--- src/rtl/pipe_cla_addsub.sv ---
// Pipelined WIDTH-bit add/subtract built from 4-bit carry-lookahead groups, GROUPS_PER_STAGE
// groups resolved per stage. Define ADDSUB_SAT_EN to add per-beat signed saturation.
module pipe_cla_addsub #(
  parameter int WIDTH            = 32,
  parameter int GROUPS_PER_STAGE = 2
) (
  input  logic             clk,
  input  logic             rst,
  input  logic             in_valid,
  output logic             in_ready,
  input  logic [WIDTH-1:0] a,
  input  logic [WIDTH-1:0] b,
  input  logic             sub,
  input  logic             cin,
  input  logic             sat,
  output logic             out_valid,
  input  logic             out_ready,
  output logic [WIDTH-1:0] sum,
  output logic             cout,
  output logic             ovf,
  output logic             zero
);
  localparam int G      = GROUPS_PER_STAGE;
  localparam int SW     = 4 * G;
  localparam int STAGES = WIDTH / SW;

  if (WIDTH < SW || (WIDTH % SW) != 0) begin : g_bad_cfg
    $error("pipe_cla_addsub: WIDTH must be a positive multiple of 4*GROUPS_PER_STAGE");
  end

  // Returns {carry into slice MSB, carry out of slice, slice sum} for SW bits.
  function automatic logic [SW+1:0] cla_slice(input logic [SW-1:0] x,
                                              input logic [SW-1:0] y,
                                              input logic          ci);
    logic [SW-1:0] p, g, s;
    logic          c, c1, c2, c3, gg, pp;
    p  = x ^ y;
    g  = x & y;
    s  = '0;
    c  = ci;
    c1 = 1'b0;
    c2 = 1'b0;
    c3 = 1'b0;
    gg = 1'b0;
    pp = 1'b0;
    for (int j = 0; j < G; j++) begin
      c1 = g[4*j] | (p[4*j] & c);
      c2 = g[4*j+1] | (p[4*j+1] & g[4*j]) | (&p[4*j +: 2] & c);
      c3 = g[4*j+2] | (p[4*j+2] & g[4*j+1]) | (&p[4*j+1 +: 2] & g[4*j]) | (&p[4*j +: 3] & c);
      gg = g[4*j+3] | (p[4*j+3] & g[4*j+2]) | (&p[4*j+2 +: 2] & g[4*j+1])
         | (&p[4*j+1 +: 3] & g[4*j]);
      pp = &p[4*j +: 4];
      s[4*j +: 4] = p[4*j +: 4] ^ {c3, c2, c1, c};
      c = gg | (pp & c);
    end
    return {c3, c, s};
  endfunction

  // Handshake: a beat moves in on in_valid & in_ready, a result leaves on out_valid & out_ready.
  // The whole pipeline advances together when out_ready | ~out_valid; otherwise every rank,
  // bubbles included, holds, so in_ready drops and the presented result stays stable.
  logic                         advance;
  logic [STAGES-1:0]            v_q, c_q;
  logic [STAGES-1:0][WIDTH-1:0] a_q, bp_q, s_q;
  logic [STAGES-1:0][SW+1:0]    res;
  logic                         out_valid_q, cout_q, ovf_q, zero_q;
  logic [WIDTH-1:0]             sum_q, sum_d;
  logic                         cout_d, ovf_d, zero_d;
  logic                         unused_bits;

  assign advance  = out_ready | ~out_valid_q;
  assign in_ready = advance;

  // Rank k holds a beat whose low k slices are already resolved; stage k resolves slice k.
  for (genvar k = 0; k < STAGES; k++) begin : g_stage
    assign res[k] = cla_slice(a_q[k][SW*k +: SW], bp_q[k][SW*k +: SW], c_q[k]);
  end

  always_ff @(posedge clk or posedge rst) begin
    if (rst) begin
      v_q         <= '0;
      c_q         <= '0;
      a_q         <= '0;
      bp_q        <= '0;
      s_q         <= '0;
      out_valid_q <= 1'b0;
      sum_q       <= '0;
      cout_q      <= 1'b0;
      ovf_q       <= 1'b0;
      zero_q      <= 1'b0;
    end else if (advance) begin
      v_q[0]  <= in_valid;
      a_q[0]  <= a;
      bp_q[0] <= b ^ {WIDTH{sub}};
      c_q[0]  <= sub | cin;
      s_q[0]  <= '0;
      for (int k = 1; k < STAGES; k++) begin
        v_q[k]                  <= v_q[k-1];
        a_q[k]                  <= a_q[k-1];
        bp_q[k]                 <= bp_q[k-1];
        c_q[k]                  <= res[k-1][SW];
        s_q[k]                  <= s_q[k-1];
        s_q[k][SW*(k-1) +: SW]  <= res[k-1][SW-1:0];
      end
      out_valid_q <= v_q[STAGES-1];
      sum_q       <= sum_d;
      cout_q      <= cout_d;
      ovf_q       <= ovf_d;
      zero_q      <= zero_d;
    end
  end

`ifdef ADDSUB_SAT_EN
  logic [STAGES-1:0] sat_q;

  always_ff @(posedge clk or posedge rst) begin
    if (rst) begin
      sat_q <= '0;
    end else if (advance) begin
      sat_q[0] <= sat;
      for (int k = 1; k < STAGES; k++) sat_q[k] <= sat_q[k-1];
    end
  end
`endif

  always_comb begin
    sum_d                = s_q[STAGES-1];
    sum_d[WIDTH-1 -: SW] = res[STAGES-1][SW-1:0];
    cout_d               = res[STAGES-1][SW];
    ovf_d                = res[STAGES-1][SW+1] ^ res[STAGES-1][SW];
`ifdef ADDSUB_SAT_EN
    if (sat_q[STAGES-1] && ovf_d)
      sum_d = a_q[STAGES-1][WIDTH-1] ? {1'b1, {(WIDTH-1){1'b0}}} : {1'b0, {(WIDTH-1){1'b1}}};
`endif
    zero_d = (sum_d == '0);
  end

  // Last-rank operand bits below the final slice and the unresolved top of s_q are dead.
`ifdef ADDSUB_SAT_EN
  assign unused_bits = ^{a_q[STAGES-1], bp_q[STAGES-1], s_q[STAGES-1], res};
`else
  assign unused_bits = ^{a_q[STAGES-1], bp_q[STAGES-1], s_q[STAGES-1], res, sat};
`endif

  assign out_valid = out_valid_q;
  assign sum       = sum_q;
  assign cout      = cout_q;
  assign ovf       = ovf_q;
  assign zero      = zero_q;

endmodule

--- config.mk ---
export PLATFORM = sky130hd
export DESIGN_NAME = pipe_cla_addsub
export DESIGN_NICKNAME = d
export VERILOG_FILES = /design/src/rtl/pipe_cla_addsub.sv
export SDC_FILE = /design/constraint.sdc
export NUM_CORES = 1
export LEC_CHECK = 0
export ABC_AREA = 0
export CORE_AREA = 2 2 144 146
export DETAILED_ROUTE_END_ITERATION = 6
export DIE_AREA = 0 0 146 148
export PLACE_DENSITY = 0.76
export SLEW_MARGIN = 10
export SYNTH_ARGS = -nofsm -noshare
export SYNTH_HDL_FRONTEND = slang
export SYNTH_SLANG_ARGS = --single-unit
--- constraint.sdc ---
create_clock -name clk -period 21 [get_ports clk]
set_input_delay 3.15 -clock clk [delete_from_list [all_inputs] [get_ports clk]]
set_output_delay 3.15 -clock clk [all_outputs]
set_load 0.05 [all_outputs]
# Yosys cells after proc, flatten, opt, wreduce, memory -nomap -nowiden
# Cells that the tools add are included.
# Widths: inputs -> output; s select.
[totals]
ff_bits = 348
in_bits = 71
output_inout_bits = 37
wordCells = 248
[classes]
bitwise_logic = 181
reduce_logical = 49
[op_table]
columns = ["cell", "count"]
rows = [
  ["$or 1x1->1", 82],
  ["$and 1x1->1", 80],
  ["$reduce_and 2->1", 24],
  ["$reduce_and 3->1", 16],
  ["$and 8x8->8", 4],
  ["$logic_not 32->1", 1],
  ["$reduce_and 4->1", 8],
  ["$xor 32x32->32", 1],
  ["$xor 4x4->4", 8],
  ["$xor 8x8->8", 4],
  ["$not 1->1", 1],
  ["$xor 1x1->1", 1],
]

# Depth between registers and ports, before layout
[logic_depth]
ltp_word = 10
depth_mapped = 11
mapped_depth_nobuf = 11

# Worst setup path after synthesis
# OpenSTA, ideal clock, no wires.
[synth_timing]
path_kind = "input to output"
startpoint = "in out_ready"
endpoint = "out in_ready"
t_arrival_ps = 4180
t_required_ps = 17850
slack_ps = 13670
stages = 4
path_buffers = 2
path_cell_list = "nor2b_1 > inv_1 > clkbuf_1 > buf_1"
[synth_between]
elab_chain_cells = 1
[synth_rtl]
columns = ["item", "line", "rtl"]
rows = [
  ["from (decl)", "17", "input logic out_ready,"],
  ["$or 1x1->1", "71", "assign advance = out_ready | ~out_valid_q;"],
  ["to (decl)", "10", "output logic in_ready,"],
]
# No other way between the ends.

# Worst setup path after layout
# Ends and elaborated chain as after synthesis.

==> metrics.yaml <==
grt_setup_unrepaired: "no"
worst_slew_pin_slew_ps: 1260
nFillCells: 1677
grt_pass1_vias: 7335
finalSetupViolations: 0
holdWs_ps: 463
synth.area.top_cells: "dfrtp_1 58%, nand2_1 20%, ha_1 3.7%"
wl_per_cell_microns: 13.5
synthesis.area_sq_um: 10800
clkTransAtPathRegs_ps: 60
max-slew-margin-rel_pct: 15.7
num_io_pins: 108
grt_pass1_wl_microns: 35700
yosys.area.top_type: "dfrtp_1"
max_freq_mhz: 111
antenna_found_initial: 0
synth_mux_area_share_pct: 0.104
hold_violations: 0
multi_input_area_sq_um: 4200
reg2reg_slack_ps: 17910
r2r_cells: 6
yosysSeqAreaShare_pct: 58.2
grt.overflow.total: 0
cts.hold.buffers_added: 0
portBuffers: 106
regToRegStartpoint: "out_valid"
startpoint: "out_ready"
fp.dieW_microns: 146
die_area_sq_um: 21600
core_area_sq_um: 20000
power.density_nw_per_um2: 163
power_uw: 2090
clock-sinks: 252
use_met1_pct: 29.5
synth-compound-area-share_pct: 5.98
insertion_delay_ps: 510
antennaDiodeCount: 0
arrival_ps: 5890
met3_usage_pct: 2.50
syn_avg_cell_area_sq_um: 9.13
vias_per_cell: 5.00
synthXorXnorAreaFrac_pct: 4.44
endpoint_kind: "output pin"
drive_above_1_share_pct: 3.98
first_pass_iters: 5
ant_nets: 0
synth_edf_count: 0
drv_slew: 0
grt_use_total_pct: 19.8
period_minus_slack_ps: 9040
via_count: 7754
fp.dieH_microns: 148
cts_tree: "done"
status: "finished, final reports clean"
synth_adder_area_share_pct: 5.17
synthCells: 1187
place_area_sq_um: 12000
drtIter0Drc: 573
clock_path_buffers: 3
ys_async_sr_fraction_pct: 100
p_leak_uw: 0.00636
root_buffer: "clkbuf_16"
peakVddDrop_v: 0.0000725
htree_levels: 1
yosys.area_share.simple_pct: 23.0
ys_ff_latch: 252
max-cap-violations: 0
hpwl_microns: 13400
routed_wl_microns: 20900
critPathLaunchType: "input pin"
syn-num-nets: 1298
synth_top_area_share_pct: 58.2
grt_use_met2_pct: 31.5
period_share_pct: 43.0
start_util_pct: 54.1
cts_resized: 0
grt_max_degree: 268
required_ps: 17850
drc: 0
regArea_sq_um: 6310
ys_warn_count: 0
synth-main-ff-cell: "dfrtp_1"
num-nets-final: 1376
skew_ps: 12.3
cts_setup_buffers: 0
rows: 52
routabilityCongestion: 0.859
synth_cell_types: 39
synth_top_family_by_area: "simple AND/OR/NAND/NOR gates"
critical_path_class: "input pin to output pin"
tns_ps: 0
top_usage_layer: "met2"
endpoint: "in_ready"
crit_fanout: 267
hold_path.class: "flop to flop"
stdcell_area_sq_um: 12800
worstReg2RegEnd: "c_q[0]"
area_growth_pct: 18.4
cts_made_buffers: 25
## worst min-delay path by stage
stage,start,end,slack (ps),cells past startpoint
after floorplan,v_q[3],v_q[3],430,2
after CTS,a_q[23],a_q[23],470,2
final,a_q[92],a_q[92],460,2
after global placement,v_q[3],v_q[3],450,2
after global routing,bp_q[92],bp_q[92],480,2
after detailed placement,v_q[3],v_q[3],450,2
## critical path, stage by stage
cell and delay (ps):
clkdlybuf4s50_1 510, nor2b_4 60, buf_12 220, inv_6 830, clkdlybuf4s50_1 970
## through the flow
| stage | cells | worst slack [ps] | utilization, % |
|---|---|---|---|
| after detailed placement | 1508 | 11840 | 60.1 |
| after global placement | 1508 | 11850 | 60.1 |
| after floorplan | 1187 | 10920 | - |
| after global routing | 1550 | 11690 | 64.1 |
| after CTS | 1550 | 11850 | 64.1 |
| final | 1550 | 11960 | 64.1 |
## synthesized netlist by cell type, types with 3 or more instances
cell and instances:
o21ai_0 57, clkbuf_1 25, a21o_1 3, o31ai_1 3
a31oi_1 4, nor2_1 35, dfrtp_1 252, fa_1 8
a22oi_1 3, inv_1 22, nand3_1 3, buf_2 30
a21oi_1 26, buf_1 4, nand2b_1 8, nor4_1 4
xnor2_1 38, nand2_1 586, ha_1 32, a2111oi_0 6
xor2_1 17
## where the power goes
group	total, uW	switching, uW	internal [uW]
sequential	840	137	704
clock	434	177	258
combinational	818	509	309
## layout by cell type, fill, tap and decap left out, types with 2 or more instances in the layout
cell             synthesis  routed
o21a_1                   2       2
fa_1                     8       8
a21oi_1                 26      26
a211o_1                  2       2
nor4_1                   4       4
a2111oi_0                6       6
o21ai_0                 57      57
buf_4                    0       3
clkbuf_16                0      25
clkbuf_1                25       6
nand2_1                586     586
nor2_1                  35      35
dfrtp_1                252     252
o31ai_1                  3       3
a31oi_1                  4       4
inv_1                   22      20
clkbuf_8                 0       8
nand2b_1                 8       8
a21o_1                   3       3
nand4_1                  2       2
a22oi_1                  3       3
xor2_1                  17      17
xnor2_1                 38      38
clkdlybuf4s50_1          0     105
nand3_1                  3       3
ha_1                    32      32
## flip-flops by register name, indices dropped and copies added (netlist names)
register	count
out_valid	1
cout	1
bp_q	80
s_q	48
a_q	80
zero	1
ovf	1
sum	32
c_q	4
v_q	4
## logic make-up after synthesis
group | count (synthesis)
AO/OA/AOI/OAI | 112
XOR/XNOR | 55
adder cells (fa/ha/maj) | 40
buffers and inverters | 81
flip-flops | 252
multiplexers | 1
AND/OR/NAND/NOR | 646
## layout make-up
type	instances	share of cell area (%)
flip-flops and latches	252	49.1
multi-input cells	854	32.7
repair buffers	110	8.56
clock buffers	39	5.91
well taps	270	2.63
inverters	22	0.741
clock inverters	3	0.331
## routing by layer
layer  routed length [microns]  up-vias
met1                      9880     3679
met4                       349        0
li1                          -     3888
met5                         0        -
met2                      9690      159
met3                       939       28
No activity file was read; power rests on OpenSTA's default activity.
